**src/rtl/adpcm_decoder.sv**
```systemverilog
// IMA ADPCM decoder: accepts one 4-bit code and reconstructs one signed 16-bit sample,
// sequenced as IDLE -> LOOKUP -> COMPUTE -> OUTPUT with one cycle per non-idle state.
module adpcm_decoder (
    input  logic        clk,
    input  logic        rst,
    input  logic        block_enable,
    input  logic        inValid,
    input  logic [3:0]  encPcm,
    output logic        ready,
    output logic        outValid,
    output logic [15:0] decPcm
);
    localparam int DATA_W = 16;
    localparam int STEP_W = 15;
    localparam int DIFF_W = DATA_W + 1;
    localparam int SUM_W  = DATA_W + 2;
    localparam logic [6:0] INDEX_MAX = 7'd88;
    localparam logic signed [SUM_W-1:0] SAMPLE_MAX = 18'sd32767;
    localparam logic signed [SUM_W-1:0] SAMPLE_MIN = -18'sd32768;

    localparam logic [STEP_W-1:0] STEP_TABLE [0:88] = '{
        15'd7,     15'd8,     15'd9,     15'd10,    15'd11,    15'd12,    15'd13,    15'd14,
        15'd16,    15'd17,    15'd19,    15'd21,    15'd23,    15'd25,    15'd28,    15'd31,
        15'd34,    15'd37,    15'd41,    15'd45,    15'd50,    15'd55,    15'd60,    15'd66,
        15'd73,    15'd80,    15'd88,    15'd97,    15'd107,   15'd118,   15'd130,   15'd143,
        15'd157,   15'd173,   15'd190,   15'd209,   15'd230,   15'd253,   15'd279,   15'd307,
        15'd337,   15'd371,   15'd408,   15'd449,   15'd494,   15'd544,   15'd598,   15'd658,
        15'd724,   15'd796,   15'd876,   15'd963,   15'd1060,  15'd1166,  15'd1282,  15'd1411,
        15'd1552,  15'd1707,  15'd1878,  15'd2066,  15'd2272,  15'd2499,  15'd2749,  15'd3024,
        15'd3327,  15'd3660,  15'd4026,  15'd4428,  15'd4871,  15'd5358,  15'd5894,  15'd6484,
        15'd7132,  15'd7845,  15'd8630,  15'd9493,  15'd10442, 15'd11487, 15'd12635, 15'd13899,
        15'd15289, 15'd16818, 15'd18500, 15'd20350, 15'd22385, 15'd24623, 15'd27086, 15'd29794,
        15'd32767
    };

    typedef enum logic [1:0] {
        S_IDLE    = 2'd0,
        S_LOOKUP  = 2'd1,
        S_COMPUTE = 2'd2,
        S_OUTPUT  = 2'd3
    } state_t;

    state_t                     state;
    state_t                     next_state;
    logic                       accept;
    logic signed [DATA_W-1:0]   predictor;
    logic [6:0]                 index;
    logic [3:0]                 code;
    logic [STEP_W-1:0]          step;
    logic [DIFF_W-1:0]          diff;
    logic signed [SUM_W-1:0]    pred_ext;
    logic signed [SUM_W-1:0]    diff_ext;
    logic signed [SUM_W-1:0]    sum;
    logic signed [DATA_W-1:0]   pred_next;
    logic [6:0]                 index_next;

    // Shift-and-add reconstruction of |diff| from the step size and code magnitude.
    function automatic logic [DIFF_W-1:0] step_diff(input logic [STEP_W-1:0] s,
                                                     input logic [2:0] mag);
        logic [DIFF_W-1:0] se;
        logic [DIFF_W-1:0] acc;
        se  = DIFF_W'(s);
        acc = se >> 3;
        if (mag[2]) acc = acc + se;
        if (mag[1]) acc = acc + (se >> 1);
        if (mag[0]) acc = acc + (se >> 2);
        return acc;
    endfunction

    function automatic logic signed [DATA_W-1:0] saturate(input logic signed [SUM_W-1:0] v);
        if (v > SAMPLE_MAX)
            return 16'sh7fff;
        else if (v < SAMPLE_MIN)
            return 16'sh8000;
        else
            return DATA_W'(v);
    endfunction

    function automatic logic [6:0] next_index(input logic [6:0] idx, input logic [2:0] mag);
        logic signed [7:0] adj;
        logic signed [7:0] total;
        case (mag)
            3'd4:    adj = 8'sd2;
            3'd5:    adj = 8'sd4;
            3'd6:    adj = 8'sd6;
            3'd7:    adj = 8'sd8;
            default: adj = -8'sd1;
        endcase
        total = $signed({1'b0, idx}) + adj;
        if (total < 8'sd0)
            return 7'd0;
        else if (total > $signed({1'b0, INDEX_MAX}))
            return INDEX_MAX;
        else
            return 7'(total);
    endfunction

    assign accept = (state == S_IDLE) && inValid && block_enable;

    always_ff @(posedge clk) begin
        if (rst)
            state <= S_IDLE;
        else
            state <= next_state;
    end

    always_comb begin
        next_state = state;
        case (state)
            S_IDLE:    if (inValid && block_enable) next_state = S_LOOKUP;
            S_LOOKUP:  next_state = S_COMPUTE;
            S_COMPUTE: next_state = S_OUTPUT;
            S_OUTPUT:  next_state = S_IDLE;
            default:   next_state = S_IDLE;
        endcase
    end

    always_comb begin
        ready    = (state == S_IDLE);
        outValid = (state == S_OUTPUT);
    end

    // The step used here comes from the index before this code's update.
    always_comb begin
        diff       = step_diff(step, code[2:0]);
        pred_ext   = {{(SUM_W-DATA_W){predictor[DATA_W-1]}}, predictor};
        diff_ext   = {1'b0, diff};
        sum        = code[3] ? (pred_ext - diff_ext) : (pred_ext + diff_ext);
        pred_next  = saturate(sum);
        index_next = next_index(index, code[2:0]);
    end

    always_ff @(posedge clk) begin
        if (rst) begin
            predictor <= '0;
            index     <= '0;
            code      <= '0;
            step      <= '0;
            decPcm    <= '0;
        end else begin
            if (accept)
                code <= encPcm;
            if (state == S_LOOKUP)
                step <= STEP_TABLE[index];
            if (state == S_COMPUTE) begin
                predictor <= pred_next;
                decPcm    <= pred_next;
                index     <= index_next;
            end
        end
    end

endmodule

```
**config.mk**
```make
export PLATFORM = sky130hd
export DESIGN_NAME = adpcm_decoder
export DESIGN_NICKNAME = d
export VERILOG_FILES = /design/src/rtl/adpcm_decoder.sv
export SDC_FILE = /design/constraint.sdc
export NUM_CORES = 1
export LEC_CHECK = 0
export ABC_CLOCK_PERIOD_IN_PS = 9980
export BUFFER_PORTS_ARGS = -buffer_cell sky130_fd_sc_hd__buf_4
export CAP_MARGIN = 20
export CORE_ASPECT_RATIO = 0.5
export CORE_MARGIN = 5
export CORE_UTILIZATION = 50
export DETAILED_ROUTE_END_ITERATION = 10
export PLACE_DENSITY = 0.66
export SYNTH_ARGS = -nofsm -noshare
export SYNTH_HDL_FRONTEND = slang
export SYNTH_SLANG_ARGS = --single-unit
```
**constraint.sdc**
```tcl
create_clock -name clk -period 9.98 [get_ports clk]
set_input_delay 0.998 -clock clk [delete_from_list [all_inputs] [get_ports clk]]
set_output_delay 0.998 -clock clk [all_outputs]
set_load 0.02 [all_outputs]
```
# Word level (Yosys, flattened, before mapping)
# Memories as Yosys holds them, arrays and structs flattened. A register that Yosys moved wholly into a read port is not among the register bits.
# Index checks and enable logic that the tools add are counted.
# classes
addsub	6
n_lt_le_gt_ge	4
eq_ne	8
muxes	11
bitwise_logic	1
n_reduce_logical	4
# ops
op	n
16-bit 2-to-1 mux	3
17-bit 2-to-1 mux	2
8-bit one-hot mux with 4 select lines	1
16-bit by 18-bit adder with 18-bit output	1
18-bit by 16-bit greater-than comparator with 1-bit output (second input constant)	1
18-bit by 16-bit less-than comparator with 1-bit output (second input constant)	1
18-bit 2-to-1 mux	1
16-bit by 18-bit subtractor with 18-bit output	1
17-bit by 13-bit adder with 17-bit output	1
17-bit by 14-bit adder with 17-bit output	1
12-bit by 15-bit adder with 16-bit output	1
7-bit 2-to-1 mux	2
3-bit equality test (second input constant)	4
8-bit adder	1
8-bit greater-than comparator (second input constant)	1
8-bit by 1-bit less-than comparator with 1-bit output (second input constant)	1
7-bit inverter with 8-bit output	1
2-bit one-hot mux with 4 select lines	1
2-bit equality test (second input constant)	2
1-bit logical AND	3
2-bit by 1-bit equality test with 1-bit output (second input constant)	1
2-bit logical NOT	1
2-bit 2-to-1 mux	1
2-bit by 1-bit inequality test with 1-bit output (second input constant)	1
# word_totals
ff_bits	29
rom_bits	1920
elab_cells	39
memories	1
# memory_table
memory	words	word_bits	rd	rd_ports_with_merged_regs	write_ports	line	source
(name not given)	128	15	1	1	0	144	step <= STEP_TABLE[index];

# Longest topological paths before layout
# Gate-level depths: netlist of the first run.
# logic_depth
ltp_word	11
mapped_depth	39

# Least setup slack after synthesis of the first run
# Ideal clock, no wire load.
# synth_timing
path_type	register -> register
from	register step[4]
to	register predictor[2]
arrival_ns	7.523
setup_slack_ns	2.324
stages_incl_launch_ff	35
n_path_buf	3
synth_period_minus_slack_ns	7.656
path_cell_list	dfxtp_1 > ha_1 > buf_2 > nand2_1 > o31a_4 > xnor2_1 > mux2_2 > ha_1 > or3_1 > a21oi_2 > a21oi_1 > xor2_1 > a2111o_1 > ha_1 > a21o_1 > a21oi_1 > o221ai_2 > a41oi_2 > nor3_1 > nor4b_2 > and4_1 > nor2_1 > xor2_1 > ha_1 > or3_1 > o21ai_0 > a31o_2 > o21ai_0 > and2_1 > a211o_1 > or4_1 > buf_4 > buf_12 > nand3_2 > a211oi_2
# synth_between
elab_chain_len	11
# synth_lines
element	line	source
start: declaration	49	logic [STEP_W-1:0] step;
12-bit by 15-bit adder with 16-bit output	64	if (mag[2]) acc = acc + se;
16-bit 2-to-1 mux	64	
17-bit by 14-bit adder with 17-bit output	65	if (mag[1]) acc = acc + (se >> 1);
17-bit 2-to-1 mux	65	
17-bit by 13-bit adder with 17-bit output	66	if (mag[0]) acc = acc + (se >> 2);
17-bit 2-to-1 mux (*)	66	
16-bit by 18-bit adder with 18-bit output or 16-bit by 18-bit subtractor with 18-bit output (tied branches)	128	sum = code[3] ? (pred_ext - diff_ext) : (pred_ext + diff_ext);
18-bit 2-to-1 mux (*)	128	
18-bit by 16-bit less-than comparator with 1-bit output	73	else if (v < SAMPLE_MIN)
16-bit 2-to-1 mux	73	
16-bit 2-to-1 mux (*)	71	if (v > SAMPLE_MAX)
end signal: assignment	146	predictor <= pred_next;
end: declaration	46	logic signed [DATA_W-1:0] predictor;
# Every way passes the cells marked *; elsewhere a longest branch is shown, timed or not.
# A chain may end at the register's enable or synchronous reset.

# Final worst setup path of the first run
# layout_timing
from	register step[4]
to	register predictor[12]
# Same word-level chain as after synthesis.

==> impl_metrics.toml, run 1 <==
[critical_path]
critPathArrivalTime_ps = 8920
r2r_start = "step[4]"
worstPathRequired_ps = 10120
max_stage_delay_ps = 820
worst_r2r_path_depth = 31
r2r_end = "predictor[12]"
critPathCaptureType = "register"
slowest_stage = "or4_1"
reg2reg_slack_ps = 1210
startpoint_type = "register"
path_common_cell = "ha_1"
cp_max_fo = 14
critPathKind = "register to register"

[final_layout]
fill_cells = 1514
diodes = 0
regArea_sq_um = 881
drive_above_1_share = 0.0906
finalInstanceArea_sq_um = 8110
area_growth_pct = 5.26
nNetsFinal = 1149
multi_input_area_sq_um = 6370

[logic_synthesis]
synth_nets = 1170
synthAdderAreaFrac = 0.158
synth_edf_count = 0
synth.most_common_cell = "nor2_1"
syn-cell-area_sq_um = 7700
yosysTopAreaCellShare = 0.145
synthTopCellsByCount = "nor2_1, nand2_1, ha_1, a21oi_1, o21ai_0"
yosysWarnings = 0
syn_avg_cell_area_sq_um = 7.21
synth_flop_cell = "dfxtp_1"
synthCells = 1068
ys_top_cells_by_area = "ha_1, dfxtp_1, nor2_1"
synth_compound_area_frac = 0.329
synth-simple-area-share = 0.237
synthDistinctLibCells = 95
synth_seq_cells = 44
async_flop_share = 0
synthMuxAreaShare = 0.0398
synthXorXnorAreaFrac = 0.0625
seq_area_frac_synth = 0.114
synth_top_family_by_area = "compound AO/OA/AOI/OAI gates"
yosysTopAreaCell = "ha_1"

[global_route]
grt_pass1_wl_microns = 34700
antenna_found_initial = 0
grt_pass1_vias = 7030
grt_max_degree = 55
grt_use_total = 0.223
grt-ovfl-total = 0

[timing]
min_period_ps = 8770
rsz0062_at_grt = "no"
drv_slew = 0
skew_ps = 12.8
fin_crit_sh = 0.879
fmax_ghz = 0.114
slew_headroom = 0.287
fin_hold_ws_ps = 512
worst_pin_slew_ps = 1070
setup_ws_ps = 1210
hold_violations = 0
setup_viol = 0
fin_setup_tns_ps = 0

[route]
drtAntennaViolNets = 0
postRouteWirelength_microns = 20500
drcViolationCount = 0
viasPerCell = 6.12
vias = 7661
drtIter0Drc = 635
dr.pass1.iters = 8
routedWlPerCell_microns = 16.4

[clock_tree]
clock_latency_ps = 300
clock_path_buffers = 2
cts-hold-fix-buffers = 0
cts_setup_buffers = 0
htreeDepth = 2
cts_buffers = 5
cts_tree = "done"
cts_root_buf = "clkbuf_16"
cts_resized = 0
cts_sinks = 44
clk_pin_slew_worst_paths_ps = 60

[power]
clock_power_share = 0.095
vdd_drop_max_v = 0.000119
netSwitchingFraction = 0.511
p_int_mw = 1.02
power.share.sequential = 0.133
p_sw_mw = 1.06
cellLeakagePower_nw = 3.23
combPwrFrac = 0.771
p_per_area_nw_per_um2 = 256

[worst_hold_path]
hold_path.class = "register to register"
hold_end = "predictor[13]"
min-delay-start = "predictor[13]"
holdPathStages = 2

[placed_design]
place_ws_ps = 1300
dp_hpwl_microns = 15300
place_area_sq_um = 7940
numPortBuffers = 25
place_congestion = 0.906

[floorplanning]
die_w_microns = 186
start_util = 0.505
coreArea_sq_um = 15300
die_area_sq_um = 18100
dieHeight_microns = 97.8
rows = 32
num_io_pins = 26

[run_status]
outcome = "finished clean"

[job]
maxCapViolCount = 0
-- stage by stage --
stage,power (mW),cells,util
after floorplan,1.59,1068,-
after global placement,1.84,1244,0.520
after detailed placement,1.87,1244,0.520
after CTS,2.08,1252,0.532
after global routing,2.30,1252,0.532
final,2.08,1252,0.532
-- power groups by stage --
| stage | Clock [mW] | Sequential (mW) | Combinational [mW] |
|---|---|---|---|
| after floorplan | 0 | 0.282 | 1.31 |
| after global placement | 0 | 0.279 | 1.56 |
| after detailed placement | 0 | 0.280 | 1.59 |
| after CTS | 0.203 | 0.276 | 1.60 |
| after global routing | 0.211 | 0.282 | 1.80 |
| final | 0.198 | 0.277 | 1.60 |
-- worst max-delay path: cells and delay by family, from the launching register on --
family	cells	cell delay, ps
compound gates	13	3380
xor+xnor	3	500
fa+ha+maj	4	1480
flops	1	400
mux	1	310
simple gates	10	2550
-- cell type report --
| type | count | share of cell area |
|---|---|---|
| multi-input cells | 912 | 0.785 |
| inverters | 52 | 0.0241 |
| clock buffers | 5 | 0.0154 |
| well taps | 204 | 0.0315 |
| flip-flops and latches | 44 | 0.109 |
| repair buffers | 32 | 0.0296 |
| clock inverters | 3 | 0.00571 |
-- flip-flops by register name, indices dropped and copies added, names as in the netlist --
register and flops:
predictor 16, step 15, index 7, code 4, state 2
-- worst max path at each step --
| stage | start | cells past startpoint | to |
|---|---|---|---|
| floorplan | step[4] | 34 | predictor[2] |
| global placement | step[5] | 31 | predictor[3] |
| detailed placement | step[4] | 31 | predictor[12] |
| CTS | step[4] | 31 | predictor[12] |
| global route | step[3] | 33 | predictor[12] |
| finish | step[4] | 31 | predictor[12] |
-- placed cells by master (no fill, tap or decap), types with 11 or more instances in the layout --
cell / instances
inv_1: 51
buf_4: 32
a21o_1: 12
nand3_1: 29
xor2_1: 25
nand2_1: 100
xnor2_1: 30
nor2b_1: 17
ha_1: 89
nor3_1: 19
nand2b_1: 16
a31oi_1: 14
mux2i_1: 18
o21a_1: 17
a21oi_1: 80
a211oi_1: 34
dfxtp_1: 44
o211ai_1: 11
nor2_1: 117
or3_1: 12
o21ai_0: 76
-- per-layer routing --
layer | track usage | vias up | share of wire
li1 | - | 3898 | -
met1 | 0.326 | 3543 | 0.49
met2 | 0.360 | 197 | 0.45
met3 | 0.0249 | 23 | 0.049
met4 | 0.0353 | 0 | 0.011
met5 | 0 | - | 0
-- cell families (layout without fill, tap and decap cells) --
group                    after synthesis  after routing
multiplexers                          29             29
AO/OA/AOI/OAI                        363            363
buffers and inverters                112             92
XOR/XNOR                              55             55
flip-flops                            44             44
AND/OR/NAND/NOR                      371            371
adder cells (fa/ha/maj)               94             94
Power figures use the tool's default switching activity.
==> run 2, diff against run 1 <==
BUFFER_PORTS_ARGS = -buffer_cell sky130_fd_sc_hd__buf_2   (was -buffer_cell sky130_fd_sc_hd__buf_4)
CORE_ASPECT_RATIO = 1.4   (was 0.5)
==> impl_metrics.toml, run 2 (synthesized netlist as in run 1, its figures left out) <==
[run_status]
outcome = "finished clean"

[critical_path]
cp_max_fo = 14
cp_num_cells = 30
critPathKind = "register to register"
worst_r2r_path_depth = 30
startpoint_type = "register"
crit_end = "predictor[12]"
r2r_end = "predictor[12]"
path_common_cell = "ha_1"
startpoint = "step[5]"
r2r_start = "step[5]"
reg2reg_slack_ps = 1110
path_delay_family = "compound AO/OA/AOI/OAI gates"
crit_buf_inv = 0
max_stage_delay_ps = 830
slowest_stage = "or4_1"
critPathArrivalTime_ps = 9010
worstPathRequired_ps = 10120
critPathCaptureType = "register"

[worst_hold_path]
hold_path.class = "register to register"
holdPathStages = 2

[timing]
drv_slew = 0
worst_pin_slew_ps = 1040
hold_violations = 0
slew_headroom = 0.304
fmax_ghz = 0.113
fin_crit_sh = 0.889
skew_ps = 8.67
setup_viol = 0
min_period_ps = 8870
rsz0062_at_grt = "no"
fin_setup_tns_ps = 0

[global_route]
grt_pass1_vias = 7368
grt_use_total = 0.233
antenna_found_initial = 0
grt_pass1_wl_microns = 35000
grt_max_degree = 56
grt-ovfl-total = 0

[route]
viasPerCell = 6.18
route.met3.wl_microns = 513
routedWlPerCell_microns = 17.1
m1WireLength_microns = 8490
vias = 7671
dr.pass1.iters = 5
dr.max_layer_used = "met4"
postRouteWirelength_microns = 21200
wl_met2_microns = 11400
drtAntennaViolNets = 0
drcViolationCount = 0
drtIter0Drc = 455

[clock_tree]
clock_path_buffers = 2
clock_latency_ps = 300
clk_pin_slew_worst_paths_ps = 70
cts-hold-fix-buffers = 0
cts_buffers = 5
cts_root_buf = "clkbuf_16"
cts_sinks = 44
htreeDepth = 2
cts_resized = 0
cts_tree = "done"
cts_setup_buffers = 0

[placed_design]
place_congestion = 0.941
place_inst = 1234
dp_hpwl_microns = 16300
place_area_sq_um = 7880
numPortBuffers = 25

[final_layout]
area_growth_pct = 4.60
fill_cells = 1483
largest_reg_flops = 16
nNetsFinal = 1151
top_register = "predictor"
largestRegisters = "predictor: 16 flops, step: 15 flops, index: 7 flops"
multi_input_area_sq_um = 6370
final_common_cell = "nor2_1"
drive_above_1_share = 0.0924
diodes = 0
regArea_sq_um = 881
finish.utilization = 0.535
finalInstanceArea_sq_um = 8060
final_cells = 1242
mostFrequentLayoutCells = "nor2_1, nand2_1, ha_1, a21oi_1, o21ai_0"

[floorplanning]
die_area_sq_um = 18000
num_io_pins = 26
coreArea_sq_um = 15100
rows = 53
dieHeight_microns = 157
die_w_microns = 115
start_util = 0.512

[job]
maxCapViolCount = 0

[power]
cellLeakagePower_nw = 3.24
vdd_drop_max_v = 0.000168
p_per_area_nw_per_um2 = 258
==> run 2: cell types whose count changed in the layout (fill, tap and decap cells not counted) <==
cell        change
clkbuf_8        +2
inv_6           -1
buf_4          -23
clkinvlp_4      -1
buf_2          +25
==> run 2: per-stage QoR <==
| step | power (mW) | hold WS, ps | worst slack [ps] |
|---|---|---|---|
| 2_1_floorplan | 1.59 | 467 | 2320 |
| 3_3_place_gp | 1.85 | 480 | 1300 |
| 3_5_place_dp | 1.86 | 487 | 1180 |
| 4_1_cts | 2.09 | 503 | 1150 |
| 5_1_grt | 2.29 | 535 | 446 |
| 6_report | 2.08 | 499 | 1110 |
==> run 2: worst min-delay path by stage <==
stage | slack, ps | startpoint | to
detailed placement | 490 | code[2] | code[2]
finish | 500 | code[2] | code[2]
global placement | 480 | code[2] | code[2]
floorplan | 470 | step[0] | step[0]
global route | 530 | predictor[7] | predictor[7]
CTS | 500 | code[2] | code[2]
==> run 2: worst min-delay path: cells and delay by family, from the launching register on <==
| kind | cells | cell delay [ps] |
|---|---|---|
| multiplexers | 1 | 70 |
| flip-flops | 1 | 330 |
| AND/OR/NAND/NOR | 1 | 70 |
==> run 2: metal layers <==
layer  up-vias  track usage
met3        55       0.0197
met4         0        0.102
met5         -            0
li1       3895            -
met2       161        0.453
met1      3560        0.249
==> run 2: area by class of cell <==
type	instances	area share
Clock inverter	1	0.00373
Clock buffer	7	0.0189
Multi-Input combinational cell	912	0.790
Timing Repair Buffer	34	0.0239
Sequential cell	44	0.109
Tap cell	192	0.0298
Inverter	52	0.0242
==> run 2: power by group <==
group | internal (mW) | switching (mW)
registers | 0.217 | 0.0552
logic | 0.668 | 0.925
clock network | 0.132 | 0.0796
total | 1.02 | 1.06
==> run 3, diff against run 2 <==
ABC_CLOCK_PERIOD_IN_PS = 9730   (was 9980)
clock period = 9.73 ns   (was 9.98 ns; I/O delays follow)
==> impl_metrics.toml, run 3 (synthesized netlist as in run 1, its figures left out) <==
[clock_tree]
cts_buffers = 5
cts_tree = "done"
clock_latency_ps = 300
htreeDepth = 2
cts_sinks = 44
cts_resized = 0
clock_path_buffers = 2
cts_setup_buffers = 0
clk_pin_slew_worst_paths_ps = 70
cts_root_buf = "clkbuf_16"
cts-hold-fix-buffers = 0

[final_layout]
area_growth_pct = 4.40
top_register = "predictor"
finalInstanceArea_sq_um = 8040
regArea_sq_um = 881
fill_cells = 1495
drive_above_1_share = 0.0924
largest_reg_flops = 16
largestRegisters = "predictor: 16 flops, step: 15 flops, index: 7 flops"
mostFrequentLayoutCells = "nor2_1, nand2_1, ha_1, a21oi_1, o21ai_0"
nNetsFinal = 1151
final_common_cell = "nor2_1"
diodes = 0
finish.utilization = 0.534
multi_input_area_sq_um = 6370

[floorplanning]
rows = 53
coreArea_sq_um = 15100
num_io_pins = 26
die_area_sq_um = 18000
dieHeight_microns = 157
start_util = 0.512
die_w_microns = 115

[critical_path]
critPathKind = "register to register"
r2r_start = "step[5]"
reg2reg_slack_ps = 840
startpoint_type = "register"
worst_r2r_path_depth = 31
worstPathRequired_ps = 9870
startpoint = "step[5]"
max_stage_delay_ps = 830
critPathCaptureType = "register"
slowest_stage = "or4_1"
cp_max_fo = 14
path_common_cell = "ha_1"
r2r_end = "predictor[3]"
critPathArrivalTime_ps = 9030

[placed_design]
place_ws_ps = 850
numPortBuffers = 25
place_congestion = 0.955
place_area_sq_um = 7880
dp_hpwl_microns = 16400

[worst_hold_path]
hold_end = "predictor[12]"
hold_path.class = "register to register"
holdPathStages = 2
min-delay-start = "predictor[12]"

[timing]
min_period_ps = 8890
hold_violations = 0
setup_ws_ps = 837
fin_setup_tns_ps = 0
slew_headroom = 0.321
fin_crit_sh = 0.914
rsz0062_at_grt = "no"
skew_ps = 7.12
worst_pin_slew_ps = 1020
fmax_ghz = 0.112
drv_slew = 0
setup_viol = 0

[route]
vias = 7704
drtAntennaViolNets = 0
postRouteWirelength_microns = 21300
routedWlPerCell_microns = 17.1
viasPerCell = 6.20
drtIter0Drc = 420
dr.pass1.iters = 5
drcViolationCount = 0

[global_route]
antenna_found_initial = 0
grt-ovfl-total = 0
grt_max_degree = 56
grt_use_total = 0.234
grt_pass1_vias = 7291
grt_pass1_wl_microns = 34900

[power]
clock_power_share = 0.096
vdd_drop_max_v = 0.000183
p_sw_mw = 1.09
netSwitchingFraction = 0.515
cellLeakagePower_nw = 3.23
power.share.sequential = 0.132
combPwrFrac = 0.772
p_int_mw = 1.03
p_per_area_nw_per_um2 = 264

[job]
maxCapViolCount = 0

[run_status]
outcome = "finished clean"
## run 3: changes by cell type in the layout (fill, tap and decap cells not counted), sizes merged
cell,change
clkinvlp,+1
clkinv,+1
clkbuf,-2
## run 3: final cells by class
class | count | share of cell area
Timing Repair Buffer | 34 | 0.0240
Tap cell | 192 | 0.0299
Sequential cell | 44 | 0.110
Clock buffer | 5 | 0.0156
Multi-Input combinational cell | 912 | 0.792
Inverter | 52 | 0.0243
Clock inverter | 3 | 0.00529
## run 3: power groups by stage
stage / combinational, mW / sequential, mW / clock, mW
final: 1.64 / 0.280 / 0.204
after floorplan: 1.35 / 0.289 / 0
after global routing: 1.84 / 0.287 / 0.212
after CTS: 1.64 / 0.281 / 0.209
after detailed placement: 1.63 / 0.284 / 0
after global placement: 1.62 / 0.283 / 0
## run 3: stage by stage
stage | hold slack [ps] | instances | total power [mW]
final | 504 | 1242 | 2.12
after global routing | 527 | 1242 | 2.34
after CTS | 504 | 1242 | 2.13
after detailed placement | 493 | 1234 | 1.92
after global placement | 490 | 1234 | 1.90
after floorplan | 467 | 1068 | 1.64
## run 3: worst max-delay path, delay by kind of cell, from the launching register on
| family | cells | cell delay [ps] |
|---|---|---|
| adders and majority gates | 4 | 1300 |
| and+or+nand+nor | 11 | 2540 |
| muxes | 1 | 410 |
| xor gates and xnor gates | 2 | 370 |
| DFF | 1 | 490 |
| AOI/OAI and AO/OA | 13 | 3620 |
## run 3: how the worst max path moves through the flow
stage,endpoint,slack (ps),cells after the start
after floorplan,predictor[2],2070,34
after global placement,predictor[3],1060,31
after detailed placement,predictor[3],850,33
after CTS,predictor[3],830,33
after global routing,predictor[12],90,33
final,predictor[3],840,31
## run 3: routing by layer
layer	up-vias	part of all wire	global-route usage
met5	-	0	0
met4	0	0.040	0.106
met3	54	0.029	0.0174
met2	184	0.53	0.451
met1	3552	0.40	0.254
li1	3914	-	-
